[config.mk]
export PLATFORM = sky130hd
export DESIGN_NAME = pc_sequencer
export DESIGN_NICKNAME = d
export VERILOG_FILES = /design/src/rtl/cpu_pkg.sv /design/src/rtl/pc_adder.sv /design/src/rtl/pc_sequencer.sv
export SDC_FILE = /design/constraint.sdc
export NUM_CORES = 1
export LEC_CHECK = 0
export CAP_MARGIN = 30
export CORE_ASPECT_RATIO = 1.4
export CORE_MARGIN = 5
export CORE_UTILIZATION = 26
export DETAILED_ROUTE_END_ITERATION = 10
export DONT_BUFFER_PORTS = 1
export GPL_TIMING_DRIVEN = 0
export PLACE_DENSITY = 0.47
export SLEW_MARGIN = 20
export SYNTH_ARGS = -nofsm -noshare
export SYNTH_HDL_FRONTEND = slang
export SYNTH_SLANG_ARGS = --single-unit
[constraint.sdc]
create_clock -name clk -period 2.65 [get_ports clk]
set_input_delay 0.795 -clock clk [delete_from_list [all_inputs] [get_ports clk]]
set_output_delay 0.795 -clock clk [all_outputs]
set_load 0.03 [all_outputs]
[src/rtl/cpu_pkg.sv]
// Shared fetch-stage definitions: sequencer state encoding and default widths.
package cpu_pkg;

  localparam int ADDR_W_DEF = 8;
  localparam int INC_W_DEF  = 3;

  typedef enum logic [1:0] {
    BOOT    = 2'd0,
    RUN     = 2'd1,
    STALLED = 2'd2,
    HALTED  = 2'd3
  } pc_state_e;

endpackage

[src/rtl/pc_adder.sv]
// PC incrementer: adds a zero-extended step to the PC and reports the carry out.
module pc_adder #(
  parameter int ADDR_W = 8,
  parameter int INC_W  = 3
) (
  input  logic [ADDR_W-1:0] a,
  input  logic [INC_W-1:0]  b,
  output logic [ADDR_W-1:0] y,
  output logic              carry
);

  logic [ADDR_W:0] sum_s;

  assign sum_s      = {1'b0, a} + {{(ADDR_W + 1 - INC_W){1'b0}}, b};
  assign {carry, y} = sum_s;

endmodule

[src/rtl/pc_sequencer.sv]
// Program-counter sequencer: presents the PC to fetch over valid/ready, advances by a
// run-time step, takes relative/absolute redirects, stalls, halts and resumes.
module pc_sequencer
  import cpu_pkg::*;
#(
  parameter int                ADDR_W   = ADDR_W_DEF,
  parameter int                INC_W    = INC_W_DEF,
  parameter logic [ADDR_W-1:0] RESET_PC = {ADDR_W{1'b0}}
) (
  input  logic              clk,
  input  logic              rst_n,
  input  logic [INC_W-1:0]  inc,
  output logic [ADDR_W-1:0] pc_out,
  output logic              pc_valid,
  input  logic              pc_ready,
  input  logic              br_valid,
  input  logic              br_abs,
  input  logic [ADDR_W-1:0] br_val,
  input  logic              halt,
  input  logic              resume,
  output logic              halted,
  output logic              wrap
);

  pc_state_e         state_q, state_d;
  logic [ADDR_W-1:0] pc_q, pc_d;
  logic              valid_q, valid_d;
  logic              halted_q, halted_d;
  logic              wrap_q, wrap_d;
  logic              halt_pend_q, halt_pend_d;

  logic [ADDR_W-1:0] inc_pc_s;
  logic              inc_carry_s;
  logic [ADDR_W-1:0] br_pc_s;
  logic              hs_s;
  logic              pend_s;

  pc_adder #(
    .ADDR_W(ADDR_W),
    .INC_W (INC_W)
  ) u_pc_adder (
    .a    (pc_q),
    .b    (inc),
    .y    (inc_pc_s),
    .carry(inc_carry_s)
  );

  assign br_pc_s = br_abs ? br_val : (pc_q + br_val);
  assign hs_s    = valid_q & pc_ready;
  // A halt request is remembered until the outstanding PC is consumed or a branch lands.
  assign pend_s  = halt | halt_pend_q;

  // Next-state and next-output logic.
  always_comb begin
    state_d     = state_q;
    pc_d        = pc_q;
    valid_d     = valid_q;
    halted_d    = halted_q;
    wrap_d      = wrap_q;
    halt_pend_d = halt_pend_q;

    case (state_q)
      BOOT: begin
        state_d = RUN;
        valid_d = 1'b1;
      end
      RUN, STALLED: begin
        if (br_valid || hs_s) begin
          if (br_valid) begin
            pc_d = br_pc_s;
          end else begin
            pc_d   = inc_pc_s;
            wrap_d = wrap_q | inc_carry_s;
          end
          if (pend_s) begin
            state_d     = HALTED;
            valid_d     = 1'b0;
            halted_d    = 1'b1;
            halt_pend_d = 1'b0;
          end else begin
            state_d = RUN;
          end
        end else begin
          state_d     = STALLED;
          halt_pend_d = pend_s;
        end
      end
      HALTED: begin
        if (resume && !halt) begin
          state_d  = RUN;
          valid_d  = 1'b1;
          halted_d = 1'b0;
        end else begin
          state_d = HALTED;
        end
      end
      default: begin
        state_d  = BOOT;
        pc_d     = RESET_PC;
        valid_d  = 1'b0;
        halted_d = 1'b0;
      end
    endcase
  end

  // State and output registers.
  always_ff @(posedge clk or negedge rst_n) begin
    if (!rst_n) begin
      state_q     <= BOOT;
      pc_q        <= RESET_PC;
      valid_q     <= 1'b0;
      halted_q    <= 1'b0;
      wrap_q      <= 1'b0;
      halt_pend_q <= 1'b0;
    end else begin
      state_q     <= state_d;
      pc_q        <= pc_d;
      valid_q     <= valid_d;
      halted_q    <= halted_d;
      wrap_q      <= wrap_d;
      halt_pend_q <= halt_pend_d;
    end
  end

  assign pc_out   = pc_q;
  assign pc_valid = valid_q;
  assign halted   = halted_q;
  assign wrap     = wrap_q;

endmodule

Word-level counts from Yosys, hierarchy flattened
Cells that the tools add are included.

Flip-flop bits (word level): 14. Latch bits: 0. Memory bits (writable): 0. Bits in read-only memories: 0. Memories: 0.

Add/sub/neg operators: 2. Multiply operators: 0. Div/mod/pow operators: 0. $lt $le $gt $ge: 0. Eq/ne operators: 7. Shift-type cells: 0. Mux-type cells: 15. Bitwise logic cells: 4. Reductions and logical operators: 11.

Operators by type and width (number): two-way mux 8 bit (2); adder 8 x 3 -> 9 bit (1); adder 8 bit (1); inequality test 2 bit (second input constant) (4); two-way mux 1 bit (7); two-way mux 2 bit (3); case mux 2 bit (3 select lines) (1); AND reduction 3 bit (2); equality test 2 bit (second input constant) (2); AND reduction 2 bit (2); AND reduction 4 bit (1); case mux 1 bit (3 select lines) (1); equality test 2 x 1 -> 1 bit (second input constant) (1); zero test 2 bit (1); bitwise OR 1 bit (2); case mux 1 bit (2 select lines) (1); nonzero test 2 bit (1); OR reduction 2 bit (1); AND 1 bit (1); logical AND 1 bit (1); zero test 1 bit (1); logical OR 1 bit (1); NOT 1 bit (1).

Longest topological paths before layout
Gate-level depths: netlist of the first run.

Depth in word-level cells: 4. Depth in mapped cells: 8.

Hierarchy
From an unflattened synthesis of the first run, not the netlist that was laid out.

Cells, all modules: 148. Area total of the unflattened synthesis: 1282.5 µm².

By module, submodules not included: pc_sequencer (instances 1, cells an instance 127, area each 1104.8 µm²); pc_adder (instances 1, cells an instance 21, area each 177.7 µm²).

Worst setup path before layout of the first run
OpenSTA, ideal clock, no wires.

Kind: input port to flip-flop. Start point: input br_val[0]. End point: register pc_q[6] (netlist: pc_out[6]). Library setup time: 101 ps. Arrival: 2268 ps. Setup slack: 282 ps. Stages: 8. Buffers on the path: 0. Path through: ha_1 > inv_1 > fa_1 > nor2b_1 > o21ai_0 > a21oi_1 > mux2_2 > nor4_1.

Word-level cells in the longest chain between the ends: 3.

RTL lines: from (decl) (RTL line pc_sequencer.sv:18) `input logic [ADDR_W-1:0] br_val,`; adder 8 bit (RTL line pc_sequencer.sv:48) `assign br_pc_s = br_abs ? br_val : (pc_q + br_val);`; two-way mux 8 bit (RTL line pc_sequencer.sv:48); two-way mux 8 bit (RTL line pc_sequencer.sv:69) `if (br_valid) begin`; to (signal assigned) (RTL line pc_sequencer.sv:117) `pc_q <= pc_d;`; to (decl) (RTL line pc_sequencer.sv:26) `logic [ADDR_W-1:0] pc_q, pc_d;`.

Every way passes these cells. A chain may end at the register's enable or synchronous reset.

Worst setup path in the final report of the first run
Start point: register pc_q[0] (netlist: pc_out[0]). End point: register pc_q[6] (netlist: pc_out[6]).

Word-level cells in the longest chain between the ends: 3. Elaborated cells between the ends (all ways): 4. Classes of those cells: add/sub (2); mux (2).

RTL lines (RTL line): adder 8 bit (pc_sequencer.sv:48); two-way mux 8 bit (pc_sequencer.sv:48); two-way mux 8 bit (*) (pc_sequencer.sv:69).

Every way passes the cells marked *; elsewhere a longest branch is shown, timed or not.

==> results by group, run 1 <==
GRT
  – Initial antenna violation count: 0
  – First-pass GRT wire length: 5710 µm
  – GRT met1 Usage: 11.5%
  – Overall routing resource usage: 11.1%
  – Largest net degree at the start of global routing: 15
  – Met2 global-route usage: between 20 and 25%
  – GRT Residual Overflow: 0
  – Gr busiest metal: met2
  – Number of global-route vias before repair: 1202
  – Fraction of met3 tracks used by global routing: 2.47%

Hold path
  – Worst hold-check path type: in2async

Synthesis
  – Fraction of synthesis flops using an asynchronous set or reset pin: 100%
  – Xor and xnor area share after synthesis: between 1 and 1.5%
  – List of most frequent post-synthesis cells: a21oi_1 (17), o21ai_0 (16), dfrtp_1 (14), ha_1 (12), nand2_1 (12)
  – Post-synthesis compound-gate area fraction: 25.4%
  – Post-synth top flop: dfrtp_1
  – Fraction of the mapped netlist area in adder cells: between 10% and 20%
  – Number of distinct library cells after synthesis: 44
  – Most frequent cell after synthesis: a21oi_1
  – Yosys warnings: 0
  – Number of register bits inferred by synthesis: 14
  – Top cell type's share of synthesized area: 27.3%
  – Synthesized Nets: 185
  – Summed instance area of the synthesized netlist: 1280 µm²
  – Ranking of synthesized cells by area: dfrtp_1 (27%), ha_1 (12%), a21oi_1 (6.6%)
  – Portion of netlist area occupied by mux cells: between 4 and 5%
  – Sequential area share after synthesis: 27.3%
  – Number of standard cells after synthesis: between 150 and 200
  – Syn_area_per_cell: 8.37 µm²
  – Synth Area in Simple Gates: between 20% and 30%
  – Count of flip-flops with a built-in enable after synthesis: 0
  – Cell type contributing the most total cell area after synthesis: dfrtp_1
  – Combinational family with the most area after synthesis: compound AO/OA/AOI/OAI gates

Floorplanning
  – Die Outline Area: roughly 6500 µm²
  – Area of the core region: 4800 µm²
  – Horizontal die dimension: 69.3 µm
  – I/O Pins: 29
  – Die Ht: 93.1 µm
  – Starting density of the core: 26.7%
  – Row count: 30

CTS
  – Master cell of the clock root buffer: clkbuf_8
  – Clock-pin slew on the worst setup and hold paths: approximately 0.06 ns
  – Clock insertion delay at the later pin of the skew report: 0.24 ns
  – Number of setup buffers added after CTS: 0
  – Clock Tree Buf Depth: 2
  – CTS tree: done
  – TritonCTS sink count: 14
  – Maximum level of the CTS H-tree: 1
  – Number of CTS-inserted buffers: 3
  – Hold_buf cts: 0
  – Post-CTS resize count: 0

Routing
  – Total via count after detailed routing: 1153
  – Detailed-route wire length: 3370 µm
  – Average vias per placed instance: 5.24
  – WL/cell: ~15 µm
  – DR DRC count: 0
  – Count of routing violations after the opening detailed-route iteration: 36
  – Antenna-violating nets left: 0
  – Number of search-and-repair iterations in the first detailed-routing pass: 4

Power and ir drop
  – Power after layout: 1.74 mW
  – Max rail drop VDD: 0.375 mV
  – Power Density: 1240 nW/µm²
  – P_leak: 0.606 nW

Timing
  – Final hold viol count: 0
  – Setup skew after layout: 0.00268 ns
  – Max Freq: 408 MHz
  – Transition time at the pin with the least slew margin: 0.543 ns
  – Count of pins over their slew limit: 0
  – Setup repair after global routing missed its margin: false
  – Min Clock Period, post-route: ~2.5 ns
  – Worst rel slew slack: 63.8%
  – Finish-stage setup viols: 0
  – Final Cycle Share: 92.5%
  – Total negative slack: 0 ns

Layout
  – Relative area change from synthesis to final layout: 9.47%
  – Final Net Count: between 150 and 200
  – Post-layout utilization of the core: between 20% and 30%
  – Share of cells above drive strength 1: 7.69%
  – Final antenna diode count: 0

Critical path
  – Flop2flop setup slack: about 0.2 ns
  – Crit path kind: reg2reg
  – Crit. Startpoint: pc_out[0]
  – Required arrival time at the worst endpoint: 2.80 ns
  – Worst-case reg-to-reg path depth: 8
  – Reg-to-reg endpoint: pc_out[6]
  – Type of destination of the critical path: flop
  – Startpoint type of the worst setup path: flop
  – Arrival time of data at the critical path endpoint: ~2.6 ns
  – Startpoint of the worst register-to-register path: pc_out[0]
  – Maximum fanout encountered on the critical timing path: 4

Status
  – Result of the run: finished clean

Place
  – # port buffers: 0
  – Placed wire-length estimate: 2760 µm
  – GP Congestion: 0.792

Flow run
  – Max-capacitance violation count: 0
==> metal layers <==
metal / wire length (µm) / vias up
li1: - / 564
met1: 1270 / 551
met2: 1840 / 30
met3: 194 / 8
met4: 63 / 0
met5: 0 / -
==> where the power goes <==
part	total (mW)	switching (mW)	leakage, nW	internal [mW]
Sequential	0.631	0.312	0.166	0.319
Clock	0.176	0.0752	0.0216	0.101
Combinational	0.938	0.513	0.418	0.425
Total	1.74	0.900	0.606	0.845
==> kinds of logic after synthesis <==
group	count (synthesis)
xor+xnor	2
flops	14
simple gates	49
compound gates	53
mux	5
buf+inv	16
fa+ha+maj	14
==> sequential cells by signal, summed over array words and instances, names as in the netlist <==
name and flops:
halted 1, wrap 1, pc_out 8, pc_valid 1, state_q 2, halt_pend_q 1
==> cells in the final DEF (no fill, tap or decap), types with 3 or more instances in the layout <==
cell type   n
a21o_1      5
a21oi_1    17
clkbuf_1    3
clkbuf_8    4
dfrtp_1    14
ha_1       12
inv_1      11
mux2i_1     3
nand2_1    12
nand3_1     3
nor2_1      8
nor2b_1     5
nor4_1      5
o21ai_0    16
or3_1       3
==> cell type report <==
| type | instances | area, µm² |
|---|---|---|
| flip-flops and latches | 14 | 350 |
| well taps | 64 | 80.1 |
| fillers | 554 | 3400 |
| inverters | 11 | 41.3 |
| clock buffers | 3 | 41.3 |
| multi-input cells | 123 | 853 |
| plain buffers | 5 | 36.3 |
==> worst max-delay path by stage <==
stage	to	slack, ns	cells past startpoint
floorplan	pc_out[6]	0.28	8
global placement	pc_out[6]	0.05	8
detailed placement	pc_out[6]	0.04	8
CTS	pc_out[6]	0.14	8
global route	pc_out[6]	0.04	8
finish	pc_out[6]	0.20	8
==> through the flow <==
stage	instance area, µm²	hold WS (ns)	std cells	setup WS (ns)
after global routing	1400	0.226	220	0.0360
after CTS	1400	0.232	220	0.144
after detailed placement	1360	0.500	217	0.0404
final	1400	0.241	220	0.199
after global placement	1360	0.500	217	0.0517
after floorplan	1280	0.480	153	0.282
==> worst max-delay path, stage by stage (launching register included) <==
cell	delay, ns
dfrtp_1	0.57
ha_1	0.25
inv_1	0.06
fa_1	0.41
nor2b_1	0.12
o21ai_0	0.11
a21oi_1	0.26
mux2_2	0.37
nor4_1	0.21
Power figures use the tool's default switching activity.
==> inputs of run 2 (changes only) <==
Settings changed: ABC_AREA set to 1.
==> results by group, run 2 <==
Status
  – Result of the run: finished clean

Synthesis
  – Syn_area_per_cell: 6.66 µm²
  – Cell type contributing the most total cell area after synthesis: dfrtp_1
  – Top cell type's share of synthesized area: 25.6%
  – Post-synthesis compound-gate area fraction: 13.6%
  – Summed instance area of the synthesized netlist: 1370 µm²
  – Synthesized Nets: 237
  – Number of distinct library cells after synthesis: 29
  – Count of flip-flops with a built-in enable after synthesis: 0
  – Combinational family with the most area after synthesis: simple AND/OR/NAND/NOR gates
  – Fraction of the mapped netlist area in adder cells: 13.9%
  – Number of standard cells after synthesis: ~210
  – Post-synth top flop: dfrtp_1
  – Yosys warnings: 0
  – Synth Area in Simple Gates: 32.7%
  – Portion of netlist area occupied by mux cells: less than 1%
  – Xor and xnor area share after synthesis: 1.92%
  – Fraction of synthesis flops using an asynchronous set or reset pin: 100%
  – Number of register bits inferred by synthesis: 14
  – Ranking of synthesized cells by area: dfrtp_1 (26%), nand2_1 (13%), ha_1 (11%)
  – List of most frequent post-synthesis cells: nand2_1 (47), inv_1 (31), nor2_1 (31), a21oi_1 (19), nand3_1 (16)
  – Most frequent cell after synthesis: nand2_1
  – Sequential area share after synthesis: 25.6%

Place
  – # port buffers: 0
  – Placed cell count: approximately 270
  – Placed wire-length estimate: 2890 µm
  – GP Congestion: about 0.8

Timing
  – Finish-stage setup viols: 0
  – Setup skew after layout: 0.00193 ns
  – Transition time at the pin with the least slew margin: 0.483 ns
  – Count of pins over their slew limit: 0
  – Total negative slack: 0 ns
  – Min Clock Period, post-route: 2.13 ns
  – Setup repair after global routing missed its margin: false
  – Max Freq: 470 MHz
  – Final hold viol count: 0
  – Final Cycle Share: 80.4%
  – Worst rel slew slack: 67.8%

Routing
  – DR DRC count: 0
  – WL/cell: 12.7 µm
  – Detailed-route wire length: around 3500 µm
  – Count of routing violations after the opening detailed-route iteration: 28
  – Average vias per placed instance: 4.41
  – Antenna-violating nets left: 0
  – Total via count after detailed routing: 1214
  – Number of search-and-repair iterations in the first detailed-routing pass: 4

Layout
  – Most common cell after layout, fill and taps aside: nand2_1
  – Final Net Count: 242
  – Leading cell types in the layout, fill and taps excluded: nand2_1 (47), inv_1 (31), nor2_1 (31)
  – Flip-flop count of the largest register after layout: 8
  – Share of cells above drive strength 1: 8.13%
  – FILL cells: 567
  – Post-layout utilization of the core: 29.2%
  – Final antenna diode count: 0
  – Relative area change from synthesis to final layout: 10.1%
  – Non-filler cells in the finished layout: roughly 280

CTS
  – Number of CTS-inserted buffers: 3
  – Number of setup buffers added after CTS: 0
  – CTS tree: done
  – Post-CTS resize count: 0
  – TritonCTS sink count: 14
  – Maximum level of the CTS H-tree: 1
  – Clock insertion delay at the later pin of the skew report: 0.25 ns
  – Clock-pin slew on the worst setup and hold paths: 0.06 ns
  – Master cell of the clock root buffer: clkbuf_8
  – Hold_buf cts: 0
  – Clock Tree Buf Depth: 2

GRT
  – GRT Residual Overflow: 0
  – Largest net degree at the start of global routing: 15
  – Number of global-route vias before repair: approximately 1.3k
  – Initial antenna violation count: 0
  – First-pass GRT wire length: between 6000 and 7000 µm
  – Overall routing resource usage: 11.4%

Critical path
  – Startpoint type of the worst setup path: flop
  – Crit. Startpoint: pc_out[0]
  – Worst Setup EP: pc_out[6]
  – Maximum fanout encountered on the critical timing path: 4
  – Type of destination of the critical path: flop
  – Worst-case reg-to-reg path depth: 9
  – Flop2flop setup slack: 0.52 ns
  – Required arrival time at the worst endpoint: 2.79 ns
  – Reg-to-reg endpoint: pc_out[6]
  – Startpoint of the worst register-to-register path: pc_out[0]
  – Arrival time of data at the critical path endpoint: 2.27 ns
  – Crit path kind: reg2reg

Hold path
  – Worst hold-check path type: in2async

Floorplanning
  – Horizontal die dimension: approximately 71 µm
  – Row count: 31
  – Die Outline Area: a little under 7000 µm²
  – Area of the core region: 5160 µm²
  – I/O Pins: 29
  – Die Ht: 95.8 µm
  – Starting density of the core: 26.5%

Power and ir drop
  – Switching portion of total power: 53.0%
  – Comb pwr share: 57.2%
  – P_leak: 0.780 nW
  – Fraction of power consumed by the clock network: 11.3%
  – Max rail drop VDD: approximately 0.6 mV
  – Power Density: 1270 nW/µm²
  – Switching power of the nets: around 1 mW
  – Fraction of power consumed by sequential logic: 31.5%
  – P_int: between 800 and 900 µW

Flow run
  – Max-capacitance violation count: 0
## run 2: cell types whose count changed after synthesis, moves of 3 or more
| cell | previous run | this run |
|---|---|---|
| a21o_1 | 5 | 0 |
| inv_2 | 0 | 3 |
| nor2_1 | 8 | 31 |
| nor2b_1 | 5 | 0 |
| mux2i_1 | 3 | 0 |
| inv_1 | 11 | 31 |
| o21ai_0 | 16 | 6 |
| nand2_1 | 12 | 47 |
| nor4_1 | 5 | 0 |
| nand3_1 | 3 | 16 |
| or3_1 | 3 | 0 |
| clkbuf_1 | 3 | 0 |
## run 2: cell families (layout without fill, tap and decap cells)
logic type | count (synthesis) | count (layout)
and+or+nand+nor | 104 | 104
buffers and inverters | 37 | 41
adders and majority gates | 14 | 14
muxes | 1 | 1
xor gates and xnor gates | 3 | 3
DFF | 14 | 14
AOI/OAI and AO/OA | 32 | 32
## run 2: layout make-up
cell class              instances  area, µm²  share of cell area (%)
multi-input cells             154        861                    57.2
plain buffers                   3       27.5                    1.83
inverters                      34        128                    8.49
clock buffers                   4       55.1                    3.66
well taps                      66       82.6                    5.49
flip-flops and latches         14        350                    23.3
## run 2: layer usage
layer | global-route usage (%) | share of wire [%] | up-vias
met1 | 11.5 | 38 | 532
met4 | 4.23 | 1.7 | 0
met3 | 2.19 | 4.1 | 5
met5 | 0 | 0 | -
li1 | - | - | 660
met2 | 22.5 | 56 | 17
## run 2: worst max-delay path, cell delays in order, from the launching register on
cell and delay [ns]:
dfrtp_1 0.58, ha_1 0.29, inv_1 0.07, fa_1 0.44, o21ai_2 0.22, nand3_1 0.13, nand2_1 0.09, nor2_1 0.04
nor2_1 0.09, a21oi_1 0.07
## run 2: worst min path at each step
stage	startpoint	to	cells after the start	slack [ns]
final	rst_n	wrap	0	0.23
after global routing	rst_n	pc_out[1]	0	0.22
after CTS	rst_n	pc_out[0]	0	0.23
after detailed placement	rst_n	wrap	0	0.50
after global placement	rst_n	wrap	0	0.50
after floorplan	rst_n	halt_pend_q	0	0.50
## run 2: power groups by stage
stage                     registers (mW)  clock network (mW)  logic [mW]
final                              0.603               0.215        1.09
after global routing               0.628               0.235        1.30
after CTS                          0.606               0.220        1.11
after detailed placement           0.611                   0        1.10
after global placement             0.609                   0        1.11
after floorplan                    0.561                   0       0.917
## run 2: metrics by stage
step	hold slack (ns)	worst slack [ns]	cell area [µm²]	power, mW
global route	0.219	0.370	1500	2.16
CTS	0.230	0.502	1500	1.94
detailed placement	0.500	0.382	1450	1.71
finish	0.233	0.521	1500	1.91
floorplan	0.499	0.590	1370	1.48
global placement	0.500	0.383	1450	1.72
